### src/rtl/decoder_3to8_pkg.sv
// Shared constants, code type and reference decode for the registered 3-to-8 decoder.
// Optional build macro DECODER_HOLD_EN is consumed by decoder_3to8.sv.
package decoder_3to8_pkg;

  localparam int DEC_IN_W  = 3;
  localparam int DEC_OUT_W = 8;

  typedef logic [DEC_IN_W-1:0]  dec_code_t;
  typedef logic [DEC_OUT_W-1:0] dec_line_t;

  // Active-high one-hot view of a code; polarity is applied downstream.
  function automatic dec_line_t dec_decode(input dec_code_t code);
    dec_line_t lines;
    lines       = '0;
    lines[code] = 1'b1;
    return lines;
  endfunction

endpackage

### src/rtl/decoder_3to8_if.sv
// Select/enable inputs and decoded outputs of the 3-to-8 decoder, bundled as one bus.
interface decoder_3to8_if;
  import decoder_3to8_pkg::*;

  logic      en;
  logic      a;
  logic      b;
  logic      c;
  dec_line_t out;
  logic      valid;

  modport master (output en, a, b, c, input out, valid);
  modport slave  (input en, a, b, c, output out, valid);

endinterface

### src/rtl/decoder_3to8_core.sv
// Purely combinational code-to-one-hot map, always active-high.
module decoder_3to8_core
  import decoder_3to8_pkg::*;
(
  input  dec_code_t code,
  output dec_line_t onehot
);

  dec_line_t ref_lines;

  assign ref_lines = dec_decode(code);

  // One comparator per line keeps the map a flat, obviously one-hot structure.
  generate
    for (genvar gi = 0; gi < DEC_OUT_W; gi++) begin : g_line
      assign onehot[gi] = (code == dec_code_t'(gi)) & ref_lines[gi];
    end
  endgenerate

endmodule

### src/rtl/decoder_3to8.sv
// Registered 3-to-8 decoder with selectable output polarity.
// Build macro DECODER_HOLD_EN: en=0 holds the last decode instead of going idle.
module decoder_3to8
  import decoder_3to8_pkg::*;
#(
  parameter bit OUT_ACTIVE_LOW = 1'b0
)
(
  input  logic           clk,
  input  logic           rst,
  decoder_3to8_if.slave  bus
);

  localparam dec_line_t IDLE_LINES = OUT_ACTIVE_LOW ? dec_line_t'('1) : dec_line_t'('0);

  dec_code_t code;
  dec_line_t onehot;
  dec_line_t decoded;
  dec_line_t out_reg;
  dec_line_t out_next;
  logic      valid_reg;
  logic      valid_next;

  assign code = {bus.a, bus.b, bus.c};

  decoder_3to8_core u_core (
    .code   (code),
    .onehot (onehot)
  );

  assign decoded = onehot ^ {DEC_OUT_W{OUT_ACTIVE_LOW}};

  always_comb begin
    out_next   = IDLE_LINES;
    valid_next = bus.en;
    if (bus.en) begin
      out_next = decoded;
    end else begin
`ifdef DECODER_HOLD_EN
      out_next = out_reg;
`else
      out_next = IDLE_LINES;
`endif
    end
  end

  // Reset wins over enable on the same edge.
  always_ff @(posedge clk) begin
    if (rst) begin
      out_reg   <= IDLE_LINES;
      valid_reg <= 1'b0;
    end else begin
      out_reg   <= out_next;
      valid_reg <= valid_next;
    end
  end

  assign bus.out   = out_reg;
  assign bus.valid = valid_reg;

endmodule

### src/flat_wrapper.sv
// flat-port wrapper written by rule: the top's interface ports become plain ports
module decoder_3to8_flat import decoder_3to8_pkg::*;
#(
  parameter bit OUT_ACTIVE_LOW = 1'b0
)
  (clk, rst, bus_en, bus_a, bus_b, bus_c, bus_out, bus_valid);
  decoder_3to8_if bus_i ();
  input  logic clk;
  input  logic rst;
  input wire logic [$bits(bus_i.en)-1:0] bus_en;
  input wire logic [$bits(bus_i.a)-1:0] bus_a;
  input wire logic [$bits(bus_i.b)-1:0] bus_b;
  input wire logic [$bits(bus_i.c)-1:0] bus_c;
  output wire logic [$bits(bus_i.out)-1:0] bus_out;
  output wire logic [$bits(bus_i.valid)-1:0] bus_valid;
  assign bus_i.en = bus_en;
  assign bus_i.a = bus_a;
  assign bus_i.b = bus_b;
  assign bus_i.c = bus_c;
  assign bus_out = bus_i.out;
  assign bus_valid = bus_i.valid;
  decoder_3to8 #(.OUT_ACTIVE_LOW(OUT_ACTIVE_LOW)) u_core (.clk(clk), .rst(rst), .bus(bus_i));
endmodule
### config.mk
export PLATFORM = sky130hd
export DESIGN_NAME = decoder_3to8_flat
export DESIGN_NICKNAME = d
export VERILOG_FILES = /design/src/rtl/decoder_3to8_pkg.sv /design/src/rtl/decoder_3to8_if.sv /design/src/rtl/decoder_3to8_core.sv /design/src/rtl/decoder_3to8.sv /design/src/flat_wrapper.sv
export SDC_FILE = /design/constraint.sdc
export NUM_CORES = 1
export LEC_CHECK = 0
export BUFFER_PORTS_ARGS = -buffer_cell sky130_fd_sc_hd__buf_4
export CELL_PAD_IN_SITES_DETAIL_PLACEMENT = 1
export CELL_PAD_IN_SITES_GLOBAL_PLACEMENT = 1
export CORE_AREA = 4 4 41 43
export CTS_CLUSTER_SIZE = 8
export DETAILED_ROUTE_END_ITERATION = 12
export DIE_AREA = 0 0 45 47
export PLACE_DENSITY_LB_ADDON = 0.1
export SLEW_MARGIN = 5
export SYNTH_ARGS = -nofsm -noshare
export SYNTH_HDL_FRONTEND = slang
export SYNTH_SLANG_ARGS = --single-unit
export TNS_END_PERCENT = 1
### constraint.sdc
create_clock -name clk -period 1.4 [get_ports clk]
set_clock_uncertainty 0.05 [all_clocks]
set_input_delay 0.28 -clock clk [delete_from_list [all_inputs] [get_ports clk]]
set_output_delay 0.28 -clock clk [all_outputs]
set_load 0.02 [all_outputs]
# [Word-level counts from Yosys, hierarchy flattened]
# Cells that the tools add are included.
[word_totals] register_bits=9 input_bits=6 wordCells=25 output_inout_bits=9
[op_classes] bitwise=9 magnitude_cmp=2 n_mux=2 reduce_logical=3 n_eq_ne=7
[op_table] operator="equality test 3 bit (second input constant)" count=4
[op_table] operator="AND 1 bit" count=8
[op_table] operator="equality test 3 x 2 -> 1 bit (second input constant)" count=2
[op_table] operator="< comparator 3 x 4 -> 1 bit (second input constant)" count=1
[op_table] operator="demux 1 bit (select 3 bit)" count=1
[op_table] operator="equality test 3 x 1 -> 1 bit (second input constant)" count=1
[op_table] operator=">= comparator 3 x 1 -> 1 bit (second input constant)" count=1
[op_table] operator="zero test 3 bit" count=1
[op_table] operator="OR reduction 2 bit" count=1
[op_table] operator="logical AND 1 bit" count=1
[op_table] operator="2-to-1 mux 1 bit" count=1
[op_table] operator="NOT 1 bit" count=1

# [Longest topological paths before layout]
[logic_depth] ltp_word=5 ltp_mapped=2 ltp_nobuf=2

# [Cells and area by module]
# From an unflattened synthesis, not the netlist that was laid out.
[unflattened] cells_unflattened=26 area_unflattened_um2=321.6
[modules_own_cells] module="decoder_3to8" area_each_um2=256.5 seq_area_each_um2=180.2 cells_each=18 instances=1
[modules_own_cells] module="decoder_3to8_core" area_each_um2=65.1 seq_area_each_um2=0.0 cells_each=8 instances=1

# [Least setup slack after synthesis]
# OpenSTA, ideal clock, no wires.
[synth_timing] path_type="input to register" from="input bus_a" to="register u_core.out_reg[0] (netlist: u_core.bus.out[0])" path_slack_ns=0.513 t_arrival_ns=0.764 t_required_ns=1.277 stages=2 path_buffers=0 setup_time_ns=0.073 cell_sequence="or3b_4 nor3_2"
[synth_between] elab_chain_cells=5 elab_cells_between_ends=7 classes_between="2 x order compare; 2 x mux; 1 x bitwise; 2 x reduce/logical"
[synth_lines] item="from (decl)" line="flat_wrapper.sv:11" source="input wire logic [$bits(bus_i.a)-1:0] bus_a;"
[synth_lines] item="< comparator 3 x 4 -> 1 bit (implied by the code) / >= comparator 3 x 1 -> 1 bit (equally long branches)" line="decoder_3to8_pkg.sv:15" source="lines[code] = 1'b1;"
[synth_lines] item="logical AND 1 bit (implied by the code)" line="decoder_3to8_pkg.sv:15"
[synth_lines] item="2-to-1 mux 1 bit (implied by the code)" line="decoder_3to8_pkg.sv:15"
[synth_lines] item="demux 1 bit (select 3 bit)" line="decoder_3to8_pkg.sv:15"
[synth_lines] item="AND 1 bit (*)" line="decoder_3to8_core.sv:16" source="assign onehot[gi] = (code == dec_code_t'(gi)) & ref_lines[gi];"
[synth_lines] item="to (signal assigned)" line="decoder_3to8.sv:53" source="out_reg <= out_next;"
[synth_lines] item="to (decl)" line="decoder_3to8.sv:19" source="dec_line_t out_reg;"
# Mark *: on every way between the ends. The rest lies on a longest branch, timed or not.
# A chain may end at the register's enable or synchronous reset.

# [Worst setup path after layout]
[layout_timing] from="register u_core.out_reg[1] (netlist: u_core.bus.out[1])" to="output bus_out[1]"
[layout_lines] item="to (decl)" line="flat_wrapper.sv:14" source="output wire logic [$bits(bus_i.out)-1:0] bus_out;"
# No word-level cell between the ends.

==> results by group <==
Outcome
  • Status: complete, no violations

Finish
  • Nets: 48
  • Max reg flops: 8
  • Area grow syn2layout: 58.0%
  • Layout cell share with drive strength beyond 1: 46.3%
  • Number of diodes: 0

Setup path
  • Worst Setup SP: u_core.bus.out[1]$_SDFF_PP0_
  • CP Capture Type: primary output
  • CP required: 1.07 ns
  • Crit-path cells: buf_4
  • Worst Path Arrival: 0.70 ns
  • Crit Path Category: reg2out
  • Slowest stage delay, CP: 0.30 ns
  • Cell family with most CP delay: flip-flops
  • CP startpoint kind: flip-flop
  • CP max stage cell: dfxtp_1
  • WP depth: 1
  • Critical path buffer and inverter count: 1
  • CP max FO: 1

Clock tree
  • # Post-CTS Setup Buffers: 0
  • Max Root-Sink Buffers: 2
  • Clock Sinks: 9
  • Clock slew at reported path FFs: 0.06 ns
  • CTS Buf Count: 3
  • # hold bufs at CTS: 0
  • Clock Tree Root: clkbuf_4
  • CTS H-Tree Depth: 1
  • CTS tree: done
  • Post_cts resized: 0

Global routing
  • Initial antenna violation count: 0
  • GRT Total Usage: 6.10%
  • Number of global-route vias before repair: 219
  • Largest net degree at the start of global routing: 6
  • First-pass GRT wire length: 821 microns
  • Aggregate global routing overflow: 0

Timing
  • Maximum clock rate: 973 MHz
  • Slew margin rel.: 87.6%
  • Setup TNS: 0 ns
  • Tmin final: 1.03 ns
  • Fin crit share: 73.4%
  • Unrepaired setup endpoints after global routing: no
  • Pin slew with the least headroom to its limit: 0.185 ns
  • Final Hold Fails: 0
  • Fin. max-slew vios: 0
  • Endpoints failing setup: 0

Synthesis
  • Sequential-to-total area share from yosys stat: 69.6%
  • Dominant cell type by area after synthesis: dfxtp_1
  • Syn Nets: 29
  • Avg Synthesized Cell Area: 11.3 sq um
  • Synth warn: 0
  • Area contributors post-synth: dfxtp_1 70%, nor2_1 8.7%, nand2b_1 4.8%, or3b_4 4.3%, nor3_2 3.9%
  • Post-Synthesis Cells: 23
  • Yosys reg bits: 9
  • Mapped Area: 259 sq um
  • Synth top area share: 69.6%
  • Netlist cell types: 9

Floorplan
  • Standard-cell rows: 13
  • Core area: 1300 sq um
  • Die X: 45 microns
  • IO Count: 15
  • Die Y: 47 microns
  • DIE AREA: 2120 sq um
  • Initial Util: 19.9%

Detailed routing
  • Final WL: 544 microns
  • Drt drc: 0
  • Routed len/inst: 9.71 microns
  • Final antenna-violating net count: 0
  • Total number of vias: 218
  • Drt first pass iters: 1
  • DRT iter0 DRCs: 0
  • Via density: 3.89

Pwr
  • Leak: 0.184 nW
  • Worst vdd ir: 0.649 mV
  • PwrDens: 1210 nW/um^2
  • Power Total: 0.000497 W

Min path
  • Critical hold path startpoint: rst
  • WHS Path Cells: 2
  • Hold path endpoint: u_core.bus.valid$_SDFF_PP0_
  • Hold WC Path Type: in2reg

Job
  • Max cap viols: 0

Place
  • DP Wirelength: 452 microns
  • Routability Congestion: 0.596
  • IO Port Bufs: 14
final cells by class:
class                           instances  area [sq um]
Sequential cell                         9           180
Fill cell                             156           892
Clock buffer                            4          26.3
Multi-Input combinational cell         14          78.8
Tap cell                               15          18.8
Timing Repair Buffer                   14           105
through the flow:
step / utilization, % / setup slack [ns] / area, sq um / hold WS, ns / instances
floorplan: - / 0.513 / 259 / 0.299 / 23
global placement: 29.4 / 0.342 / 383 / 0.403 / 52
detailed placement: 29.4 / 0.350 / 383 / 0.408 / 52
CTS: 31.4 / 0.355 / 409 / 0.134 / 56
global route: 31.4 / 0.327 / 409 / 0.129 / 56
finish: 31.4 / 0.372 / 409 / 0.144 / 56
synth_stat cells:
cell type  instances
nand2b_1           2
nor3_1             1
nand2_1            1
nor2b_1            1
dfxtp_1            9
or3b_4             1
nand3b_1           1
nor3_2             1
nor2_1             6
worst max path at each step:
stage | endpoint | slack, ns
6_report | bus_out[1] | 0.37
5_1_grt | bus_out[7] | 0.33
4_1_cts | bus_out[3] | 0.36
3_5_place_dp | u_core.bus.out[0]$_SDFF_PP0_ | 0.35
3_3_place_gp | u_core.bus.out[0]$_SDFF_PP0_ | 0.34
2_1_floorplan | u_core.bus.out[0]$_SDFF_PP0_ | 0.51
report_power, final:
part	internal [W]	switching, W
clock	0.000109	0.0000822
sequential	0.000262	0.00000128
combinational	0.0000217	0.0000209
total	0.000393	0.000104
cell families after synthesis:
logic type       count (synthesis)  share of synthesized area [%]
flip-flops                       9                           69.6
AND/OR/NAND/NOR                 14                           30.4
routing by layer:
layer | up-vias | part of all wire [%] | global-route usage, %
li1 | 108 | - | -
met1 | 100 | 35 | 4.82
met2 | 10 | 51 | 9.32
met3 | 0 | 14 | 7.66
met4 | 0 | 0 | 1.75
met5 | - | 0 | 0
cells in the final DEF, fill, tap and decap left out:
master,synthesis,final
nand2b_1,2,2
nor2b_1,1,1
dfxtp_1,9,9
nor3_1,1,1
clkbuf_4,0,3
or3b_4,1,1
clkbuf_1,0,1
nand3b_1,1,1
nor3_2,1,1
nor2_1,6,6
nand2_1,1,1
buf_4,0,14
Power figures use the tool's default switching activity.
